[src/rtl/timer_nbit_v2_pkg.sv]
// -----------------------------------------------------------------------------
// pkg_tmr_v2
// Shared types for the second-generation N-bit timer.
//   tmr_mode_e  : counting direction scheme (UP, DOWN, UPDOWN)
//   tmr_state_e : run state of the timer FSM (IDLE, RUN)
//   decode_mode : maps the raw 2-bit mode field onto tmr_mode_e; the unused
//                 encoding 2'b11 behaves as UP.
// No ports (package).
// -----------------------------------------------------------------------------
package pkg_tmr_v2;

  typedef enum logic [1:0] {
    UP     = 2'b00,
    DOWN   = 2'b01,
    UPDOWN = 2'b10
  } tmr_mode_e;

  typedef enum logic {
    IDLE = 1'b0,
    RUN  = 1'b1
  } tmr_state_e;

  function automatic tmr_mode_e decode_mode(input logic [1:0] raw);
    case (raw)
      2'b01:   return DOWN;
      2'b10:   return UPDOWN;
      default: return UP;
    endcase
  endfunction

endpackage

[src/rtl/timer_nbit_v2_if.sv]
// -----------------------------------------------------------------------------
// timer_nbit_v2_if
// Control/status bundle between the SFR wrapper (master) and the timer
// (slave).
//
// Signalling: there is no valid/ready pair on this bundle. start, stop,
// sw_rst and ld are single-cycle command pulses sampled on every pwm_clk
// edge where clk_en=1; the timer accepts them unconditionally in that cycle.
// flag_clr bits are sampled on every edge regardless of clk_en. All other
// master outputs are levels. match_event/ovf_event are one-cycle pulses;
// match_flag/ovf_flag are sticky until cleared.
//
// Master -> slave : clk_en, tmr_on, start, stop, sw_rst, ld, ld_val, mode,
//                   one_shot, period, psc, match_val, match_en, flag_clr
// Slave -> master : tmr_value, running, dir, match_event, ovf_event,
//                   match_flag, ovf_flag, dbg_state, dbg_psc_cnt
// -----------------------------------------------------------------------------
interface timer_nbit_v2_if #(
  parameter int N      = 32,
  parameter int NUM_CH = 4,
  parameter int PSC_W  = 8
);
  import pkg_tmr_v2::*;

  logic                  clk_en;
  logic                  tmr_on;
  logic                  start;
  logic                  stop;
  logic                  sw_rst;
  logic                  ld;
  logic [N-1:0]          ld_val;
  logic [1:0]            mode;
  logic                  one_shot;
  logic [N-1:0]          period;
  logic [PSC_W-1:0]      psc;
  logic [NUM_CH*N-1:0]   match_val;
  logic [NUM_CH-1:0]     match_en;
  logic [NUM_CH:0]       flag_clr;

  logic [N-1:0]          tmr_value;
  logic                  running;
  logic                  dir;
  logic [NUM_CH-1:0]     match_event;
  logic                  ovf_event;
  logic [NUM_CH-1:0]     match_flag;
  logic                  ovf_flag;

  // Observation points for checkers: FSM state and prescaler count.
  tmr_state_e            dbg_state;
  logic [PSC_W-1:0]      dbg_psc_cnt;

  modport master (
    output clk_en, tmr_on, start, stop, sw_rst, ld, ld_val, mode, one_shot,
           period, psc, match_val, match_en, flag_clr,
    input  tmr_value, running, dir, match_event, ovf_event, match_flag,
           ovf_flag, dbg_state, dbg_psc_cnt
  );

  modport slave (
    input  clk_en, tmr_on, start, stop, sw_rst, ld, ld_val, mode, one_shot,
           period, psc, match_val, match_en, flag_clr,
    output tmr_value, running, dir, match_event, ovf_event, match_flag,
           ovf_flag, dbg_state, dbg_psc_cnt
  );

endinterface

[src/rtl/timer_nbit_v2_prescaler.sv]
// -----------------------------------------------------------------------------
// timer_prescaler
// Divides enabled cycles by (i_psc+1). o_tick is high in every enabled cycle
// where the count has reached i_psc; the count then wraps to 0. The count
// holds while i_en is low and i_clr forces it back to 0.
//
// Ports:
//   pwm_clk    in   timer clock
//   sys_rst_n  in   asynchronous active-low reset
//   i_en       in   advance the prescaler this cycle
//   i_clr      in   synchronous clear (wins over i_en)
//   i_psc      in   PSC_W  divide value minus one
//   o_tick     out  counter step strobe (combinational)
//   o_psc_cnt  out  PSC_W  current prescaler count
// -----------------------------------------------------------------------------
module timer_prescaler #(
  parameter int PSC_W = 8
) (
  input  logic             pwm_clk,
  input  logic             sys_rst_n,
  input  logic             i_en,
  input  logic             i_clr,
  input  logic [PSC_W-1:0] i_psc,
  output logic             o_tick,
  output logic [PSC_W-1:0] o_psc_cnt
);

  logic [PSC_W-1:0] r_cnt;

  assign o_tick    = i_en & (r_cnt == i_psc);
  assign o_psc_cnt = r_cnt;

  always_ff @(posedge pwm_clk or negedge sys_rst_n) begin
    if (!sys_rst_n) begin
      r_cnt <= '0;
    end else if (i_clr) begin
      r_cnt <= '0;
    end else if (o_tick) begin
      r_cnt <= '0;
    end else if (i_en) begin
      // If psc was lowered below the current count, the count runs on and
      // wraps through zero before it can match again.
      r_cnt <= r_cnt + 1'b1;
    end
  end

endmodule

[src/rtl/timer_nbit_v2.sv]
// -----------------------------------------------------------------------------
// timer_nbit_v2
// Second-generation N-bit timer: prescaler, period register, up / down /
// up-down counting, one-shot mode, NUM_CH match channels and sticky event
// flags with software clear.
//
// Ports:
//   pwm_clk    in   timer clock
//   sys_rst_n  in   asynchronous active-low reset
//   bus        slave modport of timer_nbit_v2_if (all control and status)
//
// Per enabled edge the counter obeys sw_rst > ld > tick. The run state is
// handled independently: stop / tmr_on=0 / one-shot end leave RUN, start
// enters RUN from IDLE, and stop beats start. A stop, sw_rst or ld in a cycle
// suppresses the count in that same cycle.
// -----------------------------------------------------------------------------
module timer_nbit_v2
  import pkg_tmr_v2::*;
#(
  parameter int N      = 32,
  parameter int NUM_CH = 4,
  parameter int PSC_W  = 8
) (
  input  logic            pwm_clk,
  input  logic            sys_rst_n,
  timer_nbit_v2_if.slave  bus
);

  tmr_state_e        r_state;
  logic [N-1:0]      r_value;
  logic              r_dir;
  logic              r_ovf_event;
  logic              r_ovf_flag;

  tmr_mode_e         w_mode;
  logic              w_run_en;
  logic              w_psc_clr;
  logic              w_tick;
  logic [PSC_W-1:0]  w_psc_cnt;
  logic [N-1:0]      w_next;
  logic              w_dir_next;
  logic              w_ovf;
  logic [NUM_CH-1:0] w_match_event;
  logic [NUM_CH-1:0] w_match_flag;

  assign w_mode = decode_mode(bus.mode);

  // Counting is only possible while running; a same-cycle stop, sw_rst or ld
  // takes the cycle instead of the count.
  assign w_run_en  = bus.clk_en & bus.tmr_on & (r_state == RUN) &
                     ~bus.stop & ~bus.sw_rst & ~bus.ld;
  assign w_psc_clr = bus.clk_en & (bus.sw_rst | bus.ld);

  timer_prescaler #(.PSC_W(PSC_W)) u_psc (
    .pwm_clk   (pwm_clk),
    .sys_rst_n (sys_rst_n),
    .i_en      (w_run_en),
    .i_clr     (w_psc_clr),
    .i_psc     (bus.psc),
    .o_tick    (w_tick),
    .o_psc_cnt (w_psc_cnt)
  );

  // Value the counter takes if this cycle ticks, and whether that step is a
  // period end. All arithmetic wraps modulo 2^N.
  always_comb begin
    w_next     = r_value;
    w_dir_next = r_dir;
    w_ovf      = 1'b0;
    case (w_mode)
      DOWN: begin
        w_dir_next = 1'b1;
        if (r_value == '0) begin
          w_next = bus.period;
          w_ovf  = 1'b1;
        end else begin
          w_next = r_value - 1'b1;
        end
      end
      UPDOWN: begin
        if (bus.period == '0) begin
          // Degenerate period: parked at zero, every tick is a period end.
          w_next     = '0;
          w_dir_next = 1'b0;
        end else if ((!r_dir && (r_value == bus.period)) ||
                     (r_dir && (r_value != '0))) begin
          w_next     = r_value - 1'b1;
          w_dir_next = 1'b1;
        end else begin
          // Includes turning around at zero and the climb past a lowered
          // period, which wraps through 2^N-1 to zero.
          w_next     = r_value + 1'b1;
          w_dir_next = 1'b0;
        end
        w_ovf = (w_next == '0);
      end
      default: begin
        w_dir_next = 1'b0;
        // A value above period runs to all-ones and wraps naturally.
        if ((r_value == bus.period) || (&r_value)) begin
          w_next = '0;
          w_ovf  = 1'b1;
        end else begin
          w_next = r_value + 1'b1;
        end
      end
    endcase
  end

  // Run-state FSM together with the counter and direction registers.
  always_ff @(posedge pwm_clk or negedge sys_rst_n) begin
    if (!sys_rst_n) begin
      r_state <= IDLE;
      r_value <= '0;
      r_dir   <= 1'b0;
    end else if (bus.clk_en) begin
      case (r_state)
        IDLE: begin
          if (bus.tmr_on && bus.start && !bus.stop) r_state <= RUN;
        end
        RUN: begin
          if (!bus.tmr_on || bus.stop || (w_tick && w_ovf && bus.one_shot))
            r_state <= IDLE;
        end
        default: r_state <= IDLE;
      endcase

      if (bus.sw_rst) begin
        r_value <= (w_mode == DOWN) ? bus.period : '0;
        r_dir   <= (w_mode == DOWN);
      end else if (bus.ld) begin
        r_value <= bus.ld_val;
      end else if (w_tick) begin
        r_value <= w_next;
        r_dir   <= w_dir_next;
      end
    end
  end

  // Events are registered so they line up with the new counter value; flags
  // pick them up one cycle later. These registers run regardless of clk_en
  // (the tick is already gated), so events stay single-cycle and flag clear
  // works while frozen. A set beats a same-cycle clear.
  always_ff @(posedge pwm_clk or negedge sys_rst_n) begin
    if (!sys_rst_n) begin
      r_ovf_event <= 1'b0;
      r_ovf_flag  <= 1'b0;
    end else begin
      r_ovf_event <= w_tick & w_ovf;
      r_ovf_flag  <= r_ovf_event | (r_ovf_flag & ~bus.flag_clr[NUM_CH]);
    end
  end

  for (genvar g = 0; g < NUM_CH; g++) begin : g_ch
    logic w_hit;
    logic r_event;
    logic r_flag;

    assign w_hit = bus.match_en[g] & (w_next == bus.match_val[g*N +: N]);

    always_ff @(posedge pwm_clk or negedge sys_rst_n) begin
      if (!sys_rst_n) begin
        r_event <= 1'b0;
        r_flag  <= 1'b0;
      end else begin
        r_event <= w_tick & w_hit;
        r_flag  <= r_event | (r_flag & ~bus.flag_clr[g]);
      end
    end

    assign w_match_event[g] = r_event;
    assign w_match_flag[g]  = r_flag;
  end

  assign bus.tmr_value   = r_value;
  assign bus.running     = (r_state == RUN);
  assign bus.dir         = r_dir;
  assign bus.match_event = w_match_event;
  assign bus.ovf_event   = r_ovf_event;
  assign bus.match_flag  = w_match_flag;
  assign bus.ovf_flag    = r_ovf_flag;
  assign bus.dbg_state   = r_state;
  assign bus.dbg_psc_cnt = w_psc_cnt;

endmodule

[src/flat_wrapper.sv]
// flat-port wrapper written by rule: the top's interface ports become plain ports
module timer_nbit_v2_flat import pkg_tmr_v2::*;
#(
  parameter int N      = 32,
  parameter int NUM_CH = 4,
  parameter int PSC_W  = 8
)
  (pwm_clk, sys_rst_n, bus_clk_en, bus_tmr_on, bus_start, bus_stop, bus_sw_rst, bus_ld, bus_ld_val, bus_mode, bus_one_shot, bus_period, bus_psc, bus_match_val, bus_match_en, bus_flag_clr, bus_tmr_value, bus_running, bus_dir, bus_match_event, bus_ovf_event, bus_match_flag, bus_ovf_flag, bus_dbg_state, bus_dbg_psc_cnt);
  timer_nbit_v2_if #(.N(N), .NUM_CH(NUM_CH), .PSC_W(PSC_W)) bus_i ();
  input  logic pwm_clk;
  input  logic sys_rst_n;
  input wire logic [$bits(bus_i.clk_en)-1:0] bus_clk_en;
  input wire logic [$bits(bus_i.tmr_on)-1:0] bus_tmr_on;
  input wire logic [$bits(bus_i.start)-1:0] bus_start;
  input wire logic [$bits(bus_i.stop)-1:0] bus_stop;
  input wire logic [$bits(bus_i.sw_rst)-1:0] bus_sw_rst;
  input wire logic [$bits(bus_i.ld)-1:0] bus_ld;
  input wire logic [$bits(bus_i.ld_val)-1:0] bus_ld_val;
  input wire logic [$bits(bus_i.mode)-1:0] bus_mode;
  input wire logic [$bits(bus_i.one_shot)-1:0] bus_one_shot;
  input wire logic [$bits(bus_i.period)-1:0] bus_period;
  input wire logic [$bits(bus_i.psc)-1:0] bus_psc;
  input wire logic [$bits(bus_i.match_val)-1:0] bus_match_val;
  input wire logic [$bits(bus_i.match_en)-1:0] bus_match_en;
  input wire logic [$bits(bus_i.flag_clr)-1:0] bus_flag_clr;
  output wire logic [$bits(bus_i.tmr_value)-1:0] bus_tmr_value;
  output wire logic [$bits(bus_i.running)-1:0] bus_running;
  output wire logic [$bits(bus_i.dir)-1:0] bus_dir;
  output wire logic [$bits(bus_i.match_event)-1:0] bus_match_event;
  output wire logic [$bits(bus_i.ovf_event)-1:0] bus_ovf_event;
  output wire logic [$bits(bus_i.match_flag)-1:0] bus_match_flag;
  output wire logic [$bits(bus_i.ovf_flag)-1:0] bus_ovf_flag;
  output wire logic [$bits(bus_i.dbg_state)-1:0] bus_dbg_state;
  output wire logic [$bits(bus_i.dbg_psc_cnt)-1:0] bus_dbg_psc_cnt;
  assign bus_i.clk_en = bus_clk_en;
  assign bus_i.tmr_on = bus_tmr_on;
  assign bus_i.start = bus_start;
  assign bus_i.stop = bus_stop;
  assign bus_i.sw_rst = bus_sw_rst;
  assign bus_i.ld = bus_ld;
  assign bus_i.ld_val = bus_ld_val;
  assign bus_i.mode = bus_mode;
  assign bus_i.one_shot = bus_one_shot;
  assign bus_i.period = bus_period;
  assign bus_i.psc = bus_psc;
  assign bus_i.match_val = bus_match_val;
  assign bus_i.match_en = bus_match_en;
  assign bus_i.flag_clr = bus_flag_clr;
  assign bus_tmr_value = bus_i.tmr_value;
  assign bus_running = bus_i.running;
  assign bus_dir = bus_i.dir;
  assign bus_match_event = bus_i.match_event;
  assign bus_ovf_event = bus_i.ovf_event;
  assign bus_match_flag = bus_i.match_flag;
  assign bus_ovf_flag = bus_i.ovf_flag;
  assign bus_dbg_state = bus_i.dbg_state;
  assign bus_dbg_psc_cnt = bus_i.dbg_psc_cnt;
  timer_nbit_v2 #(.N(N), .NUM_CH(NUM_CH), .PSC_W(PSC_W)) u_core (.pwm_clk(pwm_clk), .sys_rst_n(sys_rst_n), .bus(bus_i));
endmodule
[config.mk]
export PLATFORM = sky130hd
export DESIGN_NAME = timer_nbit_v2_flat
export DESIGN_NICKNAME = d
export VERILOG_FILES = /design/src/rtl/timer_nbit_v2_pkg.sv /design/src/rtl/timer_nbit_v2_if.sv /design/src/rtl/timer_nbit_v2_prescaler.sv /design/src/rtl/timer_nbit_v2.sv /design/src/flat_wrapper.sv
export SDC_FILE = /design/constraint.sdc
export NUM_CORES = 1
export LEC_CHECK = 0
export CAP_MARGIN = 40
export CELL_PAD_IN_SITES_DETAIL_PLACEMENT = 0
export CELL_PAD_IN_SITES_GLOBAL_PLACEMENT = 2
export CORE_ASPECT_RATIO = 1.1
export CORE_UTILIZATION = 27
export DETAILED_ROUTE_END_ITERATION = 7
export PLACE_DENSITY_LB_ADDON = 0.1
export SETUP_SLACK_MARGIN = 0.5
export SYNTH_ARGS = -nofsm -noshare
export SYNTH_HDL_FRONTEND = slang
export SYNTH_SLANG_ARGS = --single-unit
[constraint.sdc]
create_clock -name pwm_clk -period 4 [get_ports pwm_clk]
set_input_delay 0.8 -clock pwm_clk [delete_from_list [all_inputs] [get_ports pwm_clk]]
set_output_delay 0.8 -clock pwm_clk [all_outputs]
set_load 0.05 [all_outputs]
## Yosys cells after proc, flatten, opt, wreduce, memory -nomap -nowiden

Cells that the tools add are included.

- Flip-flop bits (word level): 52
- Input port bits: 220
- Output and inout port bits: 53
- Logic and storage cells: 113

- Add/sub/neg operators: 3
- Equality and inequality tests: 11
- Multiplexer cells: 26
- Bitwise gates (word level): 36
- Reduce and logical (&&, ||, !) cells: 23

Operators with widths:

| operator | number |
|---|---|
| two-way mux 32 bit | 9 |
| == test 32 bit | 5 |
| zero test 32 bit | 3 |
| case mux 32 bit (2 select lines) | 1 |
| adder 32 x 1 -> 32 bit, second input constant | 1 |
| AND reduction 32 bit | 1 |
| nonzero test 32 bit | 1 |
| subtractor 32 x 1 -> 32 bit, second input constant | 1 |
| two-way mux 8 bit | 3 |
| bitwise AND 1 bit | 21 |
| two-way mux 1 bit | 9 |
| NOT 1 bit | 9 |
| adder 8 x 1 -> 8 bit, second input constant | 1 |
| == test 8 bit | 1 |
| logical AND 1 bit | 6 |
| OR 1 bit | 6 |
| case mux 1 bit (2 select lines) | 3 |
| nonzero test 3 bit | 2 |
| == test 2 x 1 -> 1 bit, second input constant | 2 |
| == test 2 bit, second input constant | 2 |
| logical OR 1 bit | 4 |
| case mux 2 bit (2 select lines) | 1 |
| zero test 1 bit | 3 |
| AND reduction 3 bit | 1 |
| other kinds (3) | 3 |

## Depth between registers and ports, before layout

Gate-level depths: netlist (run 1).

- Depth in word-level cells: 13
- Mapped depth: 16

## Cells and area by module

Synthesis (run 1) repeated with hierarchy kept, for this count alone.

- Cell total of the unflattened synthesis: 1,112
- Area, all modules: 8,405.6 sq um

By module, submodules not included:

| module | times used | cells an instance | area each (sq um) | seq. area each (sq um) |
|---|---|---|---|---|
| timer_nbit_v2 | 1 | 1,060 | 7,872.6 | 1,101.1 |
| timer_prescaler | 1 | 52 | 533.0 | 200.2 |

## Least setup slack after synthesis (run 1)

No wires, ideal clock.

- Path kind: register to register
- From: register u_core.r_value[25], in the netlist u_core.bus.tmr_value[25]
- To: register u_core.g_ch[0].r_event
- Library setup time: 0.101 ns
- Data arrival time: 3.850 ns
- Data required time: 3.899 ns
- Slack: 0.049 ns
- Stages on the path, launching flop included: 13
- Period minus slack after synthesis: 3.951 ns
- Cell sequence: dfrtp_1 -> buf_6 -> or4_4 -> or4_4 -> buf_6 -> nor3_4 -> nand2_1 -> and3_1 -> o31ai_1 -> xor2_1 -> a2111oi_0 -> nand4_1 -> nor4_1

- Word-level cells in the longest chain between the ends: 10

RTL lines:

| what | line | RTL |
|---|---|---|
| from (decl) | timer_nbit_v2.sv:30 | `logic [N-1:0] r_value;` |
| from (signal assigned) | timer_nbit_v2.sv:129 | `r_value <= (w_mode == DOWN) ? bus.period : '0;` |
| from (signal assigned) | timer_nbit_v2.sv:132 | `r_value <= bus.ld_val;` |
| from (signal assigned) | timer_nbit_v2.sv:134 | `r_value <= w_next;` |
| parallel branches: the longest is 6 deep, another holds adder 32 x 1 -> 32 bit | -- |  |
| case mux 32 bit (2 select lines) * | timer_nbit_v2.sv:70 | `case (w_mode)` |
| == test 32 bit * | timer_nbit_v2.sv:159 | `assign w_hit = bus.match_en[g] & (w_next == bus.match_val[g*N +: N]);` |
| bitwise AND 1 bit * | timer_nbit_v2.sv:159 |  |
| bitwise AND 1 bit * | timer_nbit_v2.sv:166 | `r_event <= w_tick & w_hit;` |
| to (signal assigned) | timer_nbit_v2.sv:166 |  |
| to (decl) | timer_nbit_v2.sv:156 | `logic r_event;` |

Every way passes the cells marked *. The select of a mux whose other input is x is not followed.
A chain may end at the register's enable or synchronous reset.

## Worst setup path in the final report (run 1)

- From: register u_core.r_value[20], in the netlist u_core.bus.tmr_value[20]
- To: register u_core.g_ch[2].r_event

- Word-level cells in the longest chain between the ends: 10

RTL lines:

| what | line |
|---|---|
| parallel branches: the longest is 6 deep, another holds adder 32 x 1 -> 32 bit | -- |
| case mux 32 bit (2 select lines) * | timer_nbit_v2.sv:70 |
| == test 32 bit * | timer_nbit_v2.sv:159 |
| bitwise AND 1 bit * | timer_nbit_v2.sv:159 |
| bitwise AND 1 bit * | timer_nbit_v2.sv:166 |
| to (signal assigned) | timer_nbit_v2.sv:166 |
| to (decl) | timer_nbit_v2.sv:156 |

Marked as above.

==> results.md, run 1 <==
- Fmax: ~0.26 GHz
- Gate Count Post-Synth: 1,272
- Clock power frac: 0.114
- RSZ-0062 raised after global routing: yes
- Clock tree buffer depth: 2
- 1st-pass router iterations: 6
- Setup TNS: 0 ps
- Post-Syn Nets: around 1,500
- R2R Setup Slk: 90 ps
- Fin nets: 2,138
- TritonCTS buffer count: 5
- Synthesized flop and latch total: 52
- Worst Max-Slew Pin Slew: 855 ps
- Rel. slew slack: 0.430
- Finished Cell Area: 17,700 sq um
- Placed Cells: 2,251
- Sw Ratio: 0.500
- CP required: 4250 ps
- PortBufs: 272
- Layout area overhead: 91.8%
- Most frequent cells in the layout: buf_4, clkdlybuf4s50_1, nand2_1
- # IOs: 273
- Post-synth EDFFs: 0
- Vias per cell: 5.90
- Period minus WS final: roughly 3900 ps
- Final hold violation count: 0
- GRT Overall Usage: 0.388
- Row cnt: 70
- Largest net degree at the start of global routing: 47
- Initial DRC count: 1,389
- Routed wire length: 69,200 um
- Post-Synthesis Cell Area: approximately 9200 sq um
- Seq/Total Area, Yosys: 0.141
- Fin cells: 2,345
- Critical Path AT: 4160 ps
- H-tree levels: 2
- Cell Area, Placed: 15,100 sq um
- Gate power share: 0.746
- Clock sink count: 52
- Leakage: 7.04 nW
- Number of global-route vias before repair: 13,600
- Die Y: 196 um
- Drt drc: 0
- Pint: 2.31 mW
- P per Cell Area: 262 nW/um^2
- Crit path launch type: register
- CTS root buf: clkbuf_16
- Share of the synthesized area in the top cell type: 0.141
- Main flop type after synthesis: dfrtp_1
- Total die area: approximately 35,000 sq um
- Pins Over Slew Limit: 0
- Synthesis Warnings: 0
- Crit Path Category: register to register
- Post-route ant nets: 0
- Global-route wire length before repair: approximately 95,000 um
- Setup WS pre-CTS: -827 ps
- Grt ovf: 0
- Mean Syn Cell Area: around 7.3 sq um
- Critical Path Sink Type: register
- Clock Latency Late Sink: 340 ps
- Clock slew at reported path FFs: around 100 ps
- Initial antenna violation count: 0
- Final setup fails: 0
- CP max FO: 7
- Area contributors post-synth: dfrtp_1, xor2_1, xnor2_1
- Layout cells sized above 1: 0.404
- DP Wirelength: 57,000 um
- Routed via count: 13,800
- CTS hold repair buffers: 0
- Final Cycle Share: 0.977
- Status: finished clean
- CTS tree: yes
- Gp weighted congestion: 1.03
- Clock skew: 18.5 ps
- Flop pwr share: 0.141
- Max-Cap Viols: 0
- Worst setup margin: 90.5 ps
- Core Area: 33,500 sq um
- Yosys top cell by area: dfrtp_1
- Peak VDD IR: 0.000215 V
- Ys async rst share: 1.00
- # diodes: 0
- Routed length per instance: 29.5 um
- Worst min path class: register to register
- Horiz. Die Dim: 178 um
- Switching power total: approximately 2.3 mW
- Distinct cells, synth: 102
- Starting Density: 0.276
- Most common cell after layout, fill and taps aside: buf_4
[final timing paths]
path / start / end / depth (start not counted)
min in group asynchronous: sys_rst_n / u_core.u_psc.o_psc_cnt[7] / 1
worst min register to register: u_core.bus.ovf_flag / u_core.bus.ovf_flag / 1
worst min-delay path: u_core.bus.ovf_flag / u_core.bus.ovf_flag / 1
max in group asynchronous: sys_rst_n / u_core.bus.tmr_value[9] / 2
worst max-delay path: u_core.bus.tmr_value[20] / u_core.g_ch[2].r_event / 15
worst max register to register: u_core.bus.tmr_value[20] / u_core.g_ch[2].r_event / 15
[state kept, by name (all words and copies together) (netlist names)]
signal	count
u_core.bus.dbg_state	1
u_core.bus.dir	1
u_core.bus.ovf_event	1
u_core.bus.ovf_flag	1
u_core.bus.tmr_value	32
u_core.g_ch.r_event	4
u_core.g_ch.r_flag	4
u_core.u_psc.o_psc_cnt	8
[power by group through the flow]
stage / combinational [mW] / clock [mW] / sequential [mW]
global placement: 2.90 / 0 / 0.658
finish: 3.45 / 0.526 / 0.651
detailed placement: 2.89 / 0 / 0.660
CTS: 3.16 / 0.532 / 0.653
global route: 3.56 / 0.545 / 0.659
floorplan: 1.18 / 0 / 0.780
[metal layers]
| layer | routed length (um) | GRT usage |
|---|---|---|
| met4 | 5320 | 0.228 |
| met5 | 0 | 0 |
| met2 | 31300 | 0.633 |
| met1 | 27300 | 0.480 |
| met3 | 5290 | 0.0591 |
[per-stage QoR]
stage	util	power (mW)	hold slack, ps
CTS	0.497	4.35	490
global placement	0.450	3.56	458
global route	0.529	4.77	509
finish	0.529	4.63	480
floorplan	-	1.96	429
detailed placement	0.451	3.55	469
[critical path, stage by stage, from the launching register on]
cell and delay [ps]:
dfrtp_2 410, or4_4 550, or4_4 520, buf_6 150
nor3_4 140, buf_6 180, buf_4 120, buf_6 80
nor3_1 50, o32a_1 460, buf_6 170, a31oi_4 160
o32ai_4 140, nor4_2 230, nand4_1 180, nor4_2 280
[cell usage after synthesis, types with 5 or more instances]
cell	number
o22ai_1	14
a31oi_1	13
o31a_1	8
and2_1	12
buf_4	11
a41oi_1	5
xnor2_1	78
a22oi_1	16
o211ai_1	6
o31ai_1	8
xor2_1	98
and3_1	18
nor3_1	47
buf_2	23
inv_1	32
a21o_1	10
a22o_1	5
or4_1	12
o221ai_1	8
o32ai_1	7
and4_1	10
mux2_2	9
nor4_1	68
clkbuf_1	58
a211oi_1	12
o2111ai_1	6
a2111oi_0	6
o32a_1	10
nor2_1	100
or3_1	13
buf_6	7
o21ai_0	68
nor4_2	5
nand3_1	41
mux2i_1	14
ha_1	6
dfrtp_1	52
a21oi_1	61
nand2_1	111
nand4_1	50
nor2b_1	8
or2_2	9
[kinds of logic (layout without fill, tap and decap cells)]
group,count (synthesis),after routing,synth area share
adder cells (fa/ha/maj),6,6,0.00814
AND/OR/NAND/NOR,547,547,0.326
buffers and inverters,137,778,0.0708
AO/OA/AOI/OAI,331,331,0.261
multiplexers,23,23,0.0262
flip-flops,52,52,0.141
XOR/XNOR,176,176,0.167
[repair_timing]
item                       4_1_cts  5_1_grt
pin swaps                       77       89
gates resized for setup        281      164
gates cloned                     1        3
setup endpoints to repair       37       35
setup buffers                   48       34
[final cells by class]
class | count | area, sq um
multi-input cells | 1083 | 8900
flip-flops and latches | 52 | 1330
clock buffers | 5 | 125
fillers | 3323 | 15800
clock inverters | 3 | 27.5
well taps | 432 | 541
inverters | 35 | 133
repair buffers | 735 | 6640
(Power assumes the default switching activity.)
==> run 2, diff against run 1 <==
CTS_CLUSTER_DIAMETER = 100   (was not set)
==> results of run 2 <==
No change in the layout: final DEF, timing and power equal those of run 1.
==> run 3, diff against run 2 <==
SLEW_MARGIN = 5   (was not set)
==> results of run 3 <==
No change in the layout: final DEF, timing and power equal those of run 1.
